==> src/rtl/tri_job_sched_if.sv <==
// Job/engine/completion bundle for tri_job_sched.
// master = job source + engine model side, slave = the scheduler.
interface tri_job_sched_if #(
  parameter int DEPTH = 4,
  parameter int CNT_W = 7
);
  localparam int CW = $clog2(DEPTH) + 1;

  logic             job_valid;
  logic             job_ready;
  logic [17:0]      job_data;
  logic             eng_busy;
  logic             eng_po;
  logic             eng_nt;
  logic [2:0]       eng_xi;
  logic [2:0]       eng_yi;
  logic             done;
  logic [CNT_W-1:0] done_pix;
  logic             done_tmo;
  logic [CW-1:0]    fifo_cnt;
  logic             idle;

  modport master (
    output job_valid, job_data, eng_busy, eng_po,
    input  job_ready, eng_nt, eng_xi, eng_yi,
    input  done, done_pix, done_tmo, fifo_cnt, idle
  );

  modport slave (
    input  job_valid, job_data, eng_busy, eng_po,
    output job_ready, eng_nt, eng_xi, eng_yi,
    output done, done_pix, done_tmo, fifo_cnt, idle
  );
endinterface

==> src/rtl/tri_job_sched.sv <==
// Triangle job scheduler: FIFO of 3-vertex jobs, drives the engine's
// nt/xi/yi load, tracks busy/po and reports done + pixel count.
// Ports: clk, reset (sync, active-high), bus (tri_job_sched_if.slave).
module tri_job_sched #(
  parameter int DEPTH    = 4,
  parameter int CNT_W    = 7,
  parameter int BUSY_TMO = 4
) (
  input  logic             clk,
  input  logic             reset,
  tri_job_sched_if.slave   bus
);
  localparam int AW = $clog2(DEPTH);
  localparam int CW = AW + 1;
  localparam int TW = $clog2(BUSY_TMO + 1);
  localparam logic [CNT_W-1:0] PIX_MAX = {CNT_W{1'b1}};

  typedef enum logic [2:0] {
    S_IDLE, S_V1, S_V2, S_V3, S_WAIT, S_RUN, S_DONE
  } state_e;

  state_e           state_q, state_d;
  logic [17:0]      mem_q [DEPTH];
  logic [17:0]      mem_d [DEPTH];
  logic [AW-1:0]    wr_q, wr_d;
  logic [AW-1:0]    rd_q, rd_d;
  logic [CW-1:0]    cnt_q, cnt_d;
  logic [17:0]      job_q, job_d;
  logic [CNT_W-1:0] pix_q, pix_d;
  logic [TW-1:0]    tmo_q, tmo_d;
  logic             nt_q, nt_d;
  logic [2:0]       xi_q, xi_d;
  logic [2:0]       yi_q, yi_d;
  logic             done_q, done_d;
  logic [CNT_W-1:0] done_pix_q, done_pix_d;
  logic             done_tmo_q, done_tmo_d;
  logic             ready_q, ready_d;
  logic             idle_q, idle_d;
  logic             push, pop, tmo_hit;
  logic [5:0]       vtx;

  always_comb begin
    state_d    = state_q;
    mem_d      = mem_q;
    wr_d       = wr_q;
    rd_d       = rd_q;
    cnt_d      = cnt_q;
    job_d      = job_q;
    pix_d      = pix_q;
    tmo_d      = tmo_q;
    done_pix_d = done_pix_q;
    pop        = 1'b0;
    tmo_hit    = 1'b0;
    push       = bus.job_valid && ready_q;

    unique case (state_q)
      S_IDLE: begin
        if (cnt_q != '0 && !bus.eng_busy) begin
          pop     = 1'b1;
          job_d   = mem_q[rd_q];
          state_d = S_V1;
        end
      end
      S_V1: state_d = S_V2;
      S_V2: state_d = S_V3;
      S_V3: begin
        pix_d   = '0;
        tmo_d   = '0;
        state_d = S_WAIT;
      end
      S_WAIT: begin
        tmo_d = tmo_q + TW'(1);
        if (bus.eng_busy) begin
          state_d = S_RUN;
        end else if (tmo_d == TW'(BUSY_TMO)) begin
          tmo_hit = 1'b1;
          state_d = S_DONE;
        end
      end
      S_RUN: begin
        if (!bus.eng_busy) state_d = S_DONE;
      end
      S_DONE: state_d = S_IDLE;
      default: state_d = S_IDLE;
    endcase

    // po counts in WAIT/RUN only, including the cycle busy falls
    if ((state_q == S_WAIT || state_q == S_RUN) &&
        bus.eng_po && pix_q != PIX_MAX) begin
      pix_d = pix_q + CNT_W'(1);
    end

    if (push) begin
      mem_d[wr_q] = bus.job_data;
      wr_d        = wr_q + AW'(1);
    end
    if (pop) rd_d = rd_q + AW'(1);
    if (push && !pop) cnt_d = cnt_q + CW'(1);
    if (pop && !push) cnt_d = cnt_q - CW'(1);

    // outputs are registered from next state so they line up with it
    unique case (state_d)
      S_V1:    vtx = job_d[17:12];
      S_V2:    vtx = job_d[11:6];
      S_V3:    vtx = job_d[5:0];
      default: vtx = '0;
    endcase
    xi_d = vtx[5:3];
    yi_d = vtx[2:0];
    nt_d = (state_d == S_V1);

    done_d     = (state_d == S_DONE);
    done_tmo_d = tmo_hit;
    if (done_d) done_pix_d = pix_d;

    ready_d = (cnt_d < CW'(DEPTH));
    idle_d  = (state_d == S_IDLE) && (cnt_d == '0);
  end

  always_ff @(posedge clk) begin
    mem_q <= mem_d;
    if (reset) begin
      state_q    <= S_IDLE;
      wr_q       <= '0;
      rd_q       <= '0;
      cnt_q      <= '0;
      job_q      <= '0;
      pix_q      <= '0;
      tmo_q      <= '0;
      nt_q       <= 1'b0;
      xi_q       <= '0;
      yi_q       <= '0;
      done_q     <= 1'b0;
      done_pix_q <= '0;
      done_tmo_q <= 1'b0;
      ready_q    <= 1'b1;
      idle_q     <= 1'b1;
    end else begin
      state_q    <= state_d;
      wr_q       <= wr_d;
      rd_q       <= rd_d;
      cnt_q      <= cnt_d;
      job_q      <= job_d;
      pix_q      <= pix_d;
      tmo_q      <= tmo_d;
      nt_q       <= nt_d;
      xi_q       <= xi_d;
      yi_q       <= yi_d;
      done_q     <= done_d;
      done_pix_q <= done_pix_d;
      done_tmo_q <= done_tmo_d;
      ready_q    <= ready_d;
      idle_q     <= idle_d;
    end
  end

  assign bus.job_ready = ready_q;
  assign bus.eng_nt    = nt_q;
  assign bus.eng_xi    = xi_q;
  assign bus.eng_yi    = yi_q;
  assign bus.done      = done_q;
  assign bus.done_pix  = done_pix_q;
  assign bus.done_tmo  = done_tmo_q;
  assign bus.fifo_cnt  = cnt_q;
  assign bus.idle      = idle_q;
endmodule

==> src/flat_wrapper.sv <==
// flat-port wrapper written by rule: the top's interface ports become plain ports
module tri_job_sched_flat 
#(
  parameter int DEPTH    = 4,
  parameter int CNT_W    = 7,
  parameter int BUSY_TMO = 4
)
  (clk, reset, bus_job_valid, bus_job_data, bus_eng_busy, bus_eng_po, bus_job_ready, bus_eng_nt, bus_eng_xi, bus_eng_yi, bus_done, bus_done_pix, bus_done_tmo, bus_fifo_cnt, bus_idle);
  tri_job_sched_if #(.DEPTH(DEPTH), .CNT_W(CNT_W)) bus_i ();
  input  logic clk;
  input  logic reset;
  input wire logic [$bits(bus_i.job_valid)-1:0] bus_job_valid;
  input wire logic [$bits(bus_i.job_data)-1:0] bus_job_data;
  input wire logic [$bits(bus_i.eng_busy)-1:0] bus_eng_busy;
  input wire logic [$bits(bus_i.eng_po)-1:0] bus_eng_po;
  output wire logic [$bits(bus_i.job_ready)-1:0] bus_job_ready;
  output wire logic [$bits(bus_i.eng_nt)-1:0] bus_eng_nt;
  output wire logic [$bits(bus_i.eng_xi)-1:0] bus_eng_xi;
  output wire logic [$bits(bus_i.eng_yi)-1:0] bus_eng_yi;
  output wire logic [$bits(bus_i.done)-1:0] bus_done;
  output wire logic [$bits(bus_i.done_pix)-1:0] bus_done_pix;
  output wire logic [$bits(bus_i.done_tmo)-1:0] bus_done_tmo;
  output wire logic [$bits(bus_i.fifo_cnt)-1:0] bus_fifo_cnt;
  output wire logic [$bits(bus_i.idle)-1:0] bus_idle;
  assign bus_i.job_valid = bus_job_valid;
  assign bus_i.job_data = bus_job_data;
  assign bus_i.eng_busy = bus_eng_busy;
  assign bus_i.eng_po = bus_eng_po;
  assign bus_job_ready = bus_i.job_ready;
  assign bus_eng_nt = bus_i.eng_nt;
  assign bus_eng_xi = bus_i.eng_xi;
  assign bus_eng_yi = bus_i.eng_yi;
  assign bus_done = bus_i.done;
  assign bus_done_pix = bus_i.done_pix;
  assign bus_done_tmo = bus_i.done_tmo;
  assign bus_fifo_cnt = bus_i.fifo_cnt;
  assign bus_idle = bus_i.idle;
  tri_job_sched #(.DEPTH(DEPTH), .CNT_W(CNT_W), .BUSY_TMO(BUSY_TMO)) u_core (.clk(clk), .reset(reset), .bus(bus_i));
endmodule
==> config.mk <==
export PLATFORM = sky130hd
export DESIGN_NAME = tri_job_sched_flat
export DESIGN_NICKNAME = d
export VERILOG_FILES = /design/src/rtl/tri_job_sched_if.sv /design/src/rtl/tri_job_sched.sv /design/src/flat_wrapper.sv
export SDC_FILE = /design/constraint.sdc
export NUM_CORES = 1
export LEC_CHECK = 0
export BUFFER_PORTS_ARGS = -buffer_cell sky130_fd_sc_hd__buf_2
export CAP_MARGIN = 20
export CORE_MARGIN = 2
export CORE_UTILIZATION = 25
export DETAILED_ROUTE_END_ITERATION = 16
export SYNTH_ARGS = -nofsm -noshare
export SYNTH_HDL_FRONTEND = slang
export SYNTH_SLANG_ARGS = --single-unit
==> constraint.sdc <==
create_clock -name clk -period 2.9 [get_ports clk]
set_input_delay 0.145 -clock clk [delete_from_list [all_inputs] [get_ports clk]]
set_output_delay 0.145 -clock clk [all_outputs]
set_load 0.01 [all_outputs]
### Word-level counts from Yosys, hierarchy flattened

Index checks and enable logic that the tools add are counted.

* register bits after elaboration: 128
* output and inout port bits: 21

* muxes and demuxes: 22
* $lt $le $gt $ge: 4
* bitwise operators: 3
* eq/ne operators: 11
* add/sub/neg operators: 6
* reductions and logical operators: 18

Operators by type and width (number)
* $mux W18: 5
* $bwmux W72: 1
* $bmux W18 S2: 1
* $demux W18 S2: 1
* $mux W3: 6
* $pmux W3 S6: 1
* $pmux W6 S3: 1
* $mux W7: 2
* $eq A3 B2 Y1 const B: 4
* $eq A3 B3 Y1 const B: 4
* $logic_not A3 Y1: 3
* $logic_and A1 B1 Y1: 8
* $add A7 B1 Y7 const B: 1
* $ne A7 B7 Y1 const B: 1
* $add A3 B1 Y3 const B: 2
* $eq A3 B1 Y1 const B: 2
* $ge A3 B3 Y1 const B: 2
* $not A2 Y3: 2
* $pmux W3 S2: 1
* $add A2 B1 Y2 const B: 2
* $logic_not A1 Y1: 3
* $lt A3 B1 Y1 const B: 1
* $lt A3 B3 Y1 const B: 1
* $mux W1: 3
* 6 further kinds: 6

### Longest topological paths before layout

* depth after elaboration: 10
* depth in mapped cells: 9
* mapped depth without buffers: 7

### Worst setup path after synthesis

Ideal clock, no wire load.

* path kind: reg2reg
* from: register u_core.cnt_q[0], in the netlist u_core.bus.fifo_cnt[0]
* to: register u_core.ready_q, in the netlist u_core.bus.job_ready
* library setup time: 120 ps
* cell stages (with the launch flop): 9
* data arrival time: 1558 ps
* required time: 2780 ps
* slack: 1222 ps
* clock period less this slack: 1678 ps
* cell sequence: dfxtp_1 > inv_1 > ha_1 > nand2b_1 > and3_1 > buf_6 > mux2i_1 > xnor2_1 > or2_1

* longest elaborated chain between the ends: 9

RTL lines
* start: declaration: line tri_job_sched.sv:27 `logic [CW-1:0] cnt_q, cnt_d;`
* start signal: assignment: line tri_job_sched.sv:142 `cnt_q <= cnt_d;`
* $reduce_bool A3 Y1: line tri_job_sched.sv:58 `if (cnt_q != '0 && !bus.eng_busy) begin`
* $logic_and A1 B1 Y1: line tri_job_sched.sv:58
* $mux W1: line tri_job_sched.sv:58
* $mux W1: line tri_job_sched.sv:56 `unique case (state_q)`
* $logic_not A1 Y1: line tri_job_sched.sv:98 `if (push && !pop) cnt_d = cnt_q + CW'(1);`
* $logic_and A1 B1 Y1: line tri_job_sched.sv:98
* $mux W3: line tri_job_sched.sv:98
* $mux W3 *: line tri_job_sched.sv:99 `if (pop && !push) cnt_d = cnt_q - CW'(1);`
* $lt A3 B3 Y1 *: line tri_job_sched.sv:116 `ready_d = (cnt_d < CW'(DEPTH));`
* end signal: assignment: line tri_job_sched.sv:152 `ready_q <= ready_d;`
* end: declaration: line tri_job_sched.sv:37 `logic ready_q, ready_d;`

Every way passes the cells marked *; elsewhere a longest branch is shown, timed or not.
A chain may end at the register's enable or synchronous reset.

### Final worst setup path

* from: register u_core.cnt_q[0], in the netlist u_core.bus.fifo_cnt[0]
* to: register u_core.idle_q, in the netlist u_core.bus.idle

* longest elaborated chain between the ends: 10

RTL lines
* $reduce_bool A3 Y1: line tri_job_sched.sv:58
* $logic_and A1 B1 Y1: line tri_job_sched.sv:58
* $mux W1: line tri_job_sched.sv:58
* $mux W1: line tri_job_sched.sv:56
* $logic_not A1 Y1: line tri_job_sched.sv:98
* $logic_and A1 B1 Y1: line tri_job_sched.sv:98
* $mux W3: line tri_job_sched.sv:98
* $mux W3: line tri_job_sched.sv:99
* $logic_not A3 Y1: line tri_job_sched.sv:117 `idle_d = (state_d == S_IDLE) && (cnt_d == '0);`
* $logic_and A1 B1 Y1 *: line tri_job_sched.sv:117
* end signal: assignment: line tri_job_sched.sv:153 `idle_q <= idle_d;`
* end: declaration: line tri_job_sched.sv:38 `logic idle_q, idle_d;`

Marked as above.

==> flow_summary.yaml <==
place:
  gp_congestion: 0.804
  dp_hpwl_um: 6680
  io_buffers: 43
floorplanning:
  fp.dieW_um: 144
  die_y_um: 144
  floorplan.initialDensity_pct: 25.4
  top_level_ports: 44
  die_area_mm2: 0.0208
  num_rows: 51
  coreArea_mm2: 0.0193
setup_path:
  critPathBufInv: 1
  critPathCaptureType: "register"
  critPathMaxFanout: 24
  critPathKind: "reg -> reg"
  cpPeakStageDelay_ps: 770
  required_ps: 3250
  cp_data_arrival_time_ps: 2720
  cpLargestDelayFamily: "simple AND/OR/NAND/NOR gates"
  path_cells: "inv_1 -> ha_1 -> nand2b_1 -> and3_1 -> xnor2_1 -> o311ai_1 -> a31o_1"
  crit_path_start_kind: "register"
  critPathSlowestCell: "and3_1"
timing:
  max_freq_mhz: 423
  drv_slew: 0
  holdWs_ps: 51.7
  relSlewSlack_pct: 38.3
  hold_violations: 0
  setup_tns_ps: 0
  finalClockSkew_ps: 7.18
  rsz0062_at_grt: "false"
  fin_crit_ps: 2360
  worstMarginPinSlew_ps: 925
  setup_viol: 0
  period_share_pct: 81.5
yosys:
  synth_nets: 404
  syn_inst: 371
  yosysWarningCount: 0
  ys_types: 49
  ys_seq_elements: 122
  ys_seq_area_share_pct: 64.5
  synth_area_mm2: 0.00490
  synth_top_area_cell: "edfxtp_1"
  syn_area_per_cell_um2: 13.2
  synth_flop_cell: "edfxtp_1"
  async_flop_share_pct: 0
  synth_edf_count: 72
  synth_area_leaders: "edfxtp_1, dfxtp_1, mux4_2"
  yosys.area.top_type_share_pct: 44.1
detailed_routing:
  first_pass_iters: 4
  drt-total-wl_um: 10200
  first_iter_violations: 208
  vias: 3152
  ant_nets: 0
  routedWlPerCell_um: 14.3
  viasPerCell: 4.41
  drc_errors: 0
cts:
  cts_tree: "done"
  ctsRootBufferMaster: "clkbuf_16"
  clock_sinks: 122
  cts_buffer_depth: 2
  cts_setup_buffers: 0
  clk_pin_slew_ps: 60
  cts-buffers-inserted: 17
  post_cts_resized: 0
  h-tree-depth: 4
  clk_latency_ps: 410
global_route:
  grt_overflow_total: 0
  grt_pass1_wl_um: 16500
  antenna_found_initial: 0
  grt_util_all_layers_pct: 10.7
  grt_max_degree: 46
  grt_pass1_vias: 3188
pwr:
  pwr_density_cell_mw_per_mm2: 864
  p_leak_nw: 2.12
  vdd_drop_max_mv: 0.488
min_path:
  worstHoldPathType: "in -> reg"
cells_and_area:
  final_nets: 470
  utilization_pct: 31.7
  drive_gt1_share_pct: 23.3
  syn2layout_area_growth_pct: 25.0
  antennaDiodeCount: 0
outcome:
  status: "complete, no violations"
flow_run:
  maxCapViolCount: 0
-- where the power goes --
| part | internal [mW] | switching, mW |
|---|---|---|
| logic | 0.498 | 0.603 |
| clock network | 1.17 | 0.773 |
| registers | 2.08 | 0.171 |
| total | 3.75 | 1.55 |
-- synthesized netlist by cell type, drive strengths merged (5+ instances only) --
cell / instances
edfxtp: 72
and3: 5
inv: 8
o21ai: 9
and2: 8
mux4: 18
buf: 12
nor3: 11
xnor2: 5
clkbuf: 10
nor2: 31
a311oi: 5
ha: 10
mux2i: 5
a21oi: 21
nand2: 46
nand3: 6
a22oi: 6
dfxtp: 50
nor2b: 5
-- metrics by stage --
stage               cell area, um2  std cells  power [mW]  setup slack (ps)
floorplan                     4900        371        3.07              1220
global placement              5400        665        3.33               688
detailed placement            5400        665        3.37               587
CTS                           6130        715        5.35               552
global route                  6130        715        5.58               224
finish                        6130        715        5.30               536
-- kinds of logic after synthesis --
kind of cell               Yosys count  share of synthesized area, %
and+or+nand+nor                    126                          12.3
DFF                                122                          64.5
AOI/OAI and AO/OA                   53                          7.07
buffers and inverters               30                          2.91
muxes                               24                          9.59
adders and majority gates           10                          2.55
xor gates and xnor gates             6                          1.07
-- state kept, by name, summed over array words and instances, names as in the netlist, 3 cells and up --
| register | count |
|---|---|
| u_core.mem_q | 72 |
| u_core.job_q | 12 |
| u_core.bus.done_pix | 7 |
| u_core.pix_q | 7 |
| u_core.bus.eng_xi | 3 |
| u_core.bus.eng_yi | 3 |
| u_core.bus.fifo_cnt | 3 |
| u_core.state_q | 3 |
| u_core.tmo_q | 3 |
-- layer usage --
| layer | vias to the layer above | GRT usage (%) | part of all wire, % |
|---|---|---|---|
| li1 | 1504 | - | - |
| met1 | 1557 | 12.0 | 43 |
| met2 | 71 | 18.5 | 51 |
| met3 | 20 | 4.04 | 4.1 |
| met4 | 0 | 3.87 | 1.9 |
| met5 | - | 0 | 0 |
-- final timing paths --
kind	start	cells past startpoint	endpoint	slack [ps]
worst max-delay path	u_core.bus.fifo_cnt[0]$_SDFF_PP0_	7	u_core.bus.idle$_SDFF_PP1_	540
worst min register to register	u_core.job_q[1]$_SDFF_PP0_	2	u_core.job_q[1]$_SDFF_PP0_	450
worst max register to register	u_core.bus.fifo_cnt[0]$_SDFF_PP0_	7	u_core.bus.idle$_SDFF_PP1_	540
worst min-delay path	bus_eng_busy	2	u_core.bus.done_tmo$_SDFF_PP0_	50
-- area by class of cell --
cell class	instances	area (um2)
fillers	1944	13200
flip-flops and latches	122	3160
multi-input cells	219	1600
repair buffers	69	455
clock buffers	17	425
well taps	265	332
clock inverters	15	125
inverters	8	30.0
-- what timing repair did --
item,in CTS,in global routing
setup endpoints to repair,0,0
hold buffers,18,0
endpoints found under the hold margin,72,0
-- cell usage in the layout (no fill, tap or decap), drive strengths merged, types with 3 or more instances in the layout --
cell	netlist	final
nand2	46	46
xnor2	5	5
nand3	6	6
edfxtp	72	72
nor2b	5	5
dlygate4sd3	0	18
inv	8	11
and3	5	5
mux2i	5	5
a211oi	4	4
nor2	31	31
buf	12	51
ha	10	10
clkinvlp	0	3
nor3	11	11
mux4	18	18
clkbuf	10	17
a311oi	5	5
a21oi	21	21
clkinv	0	8
and2	8	8
dfxtp	50	50
o21ai	9	9
a22oi	6	6
Note: power is estimated with default switching activity, not from simulation.
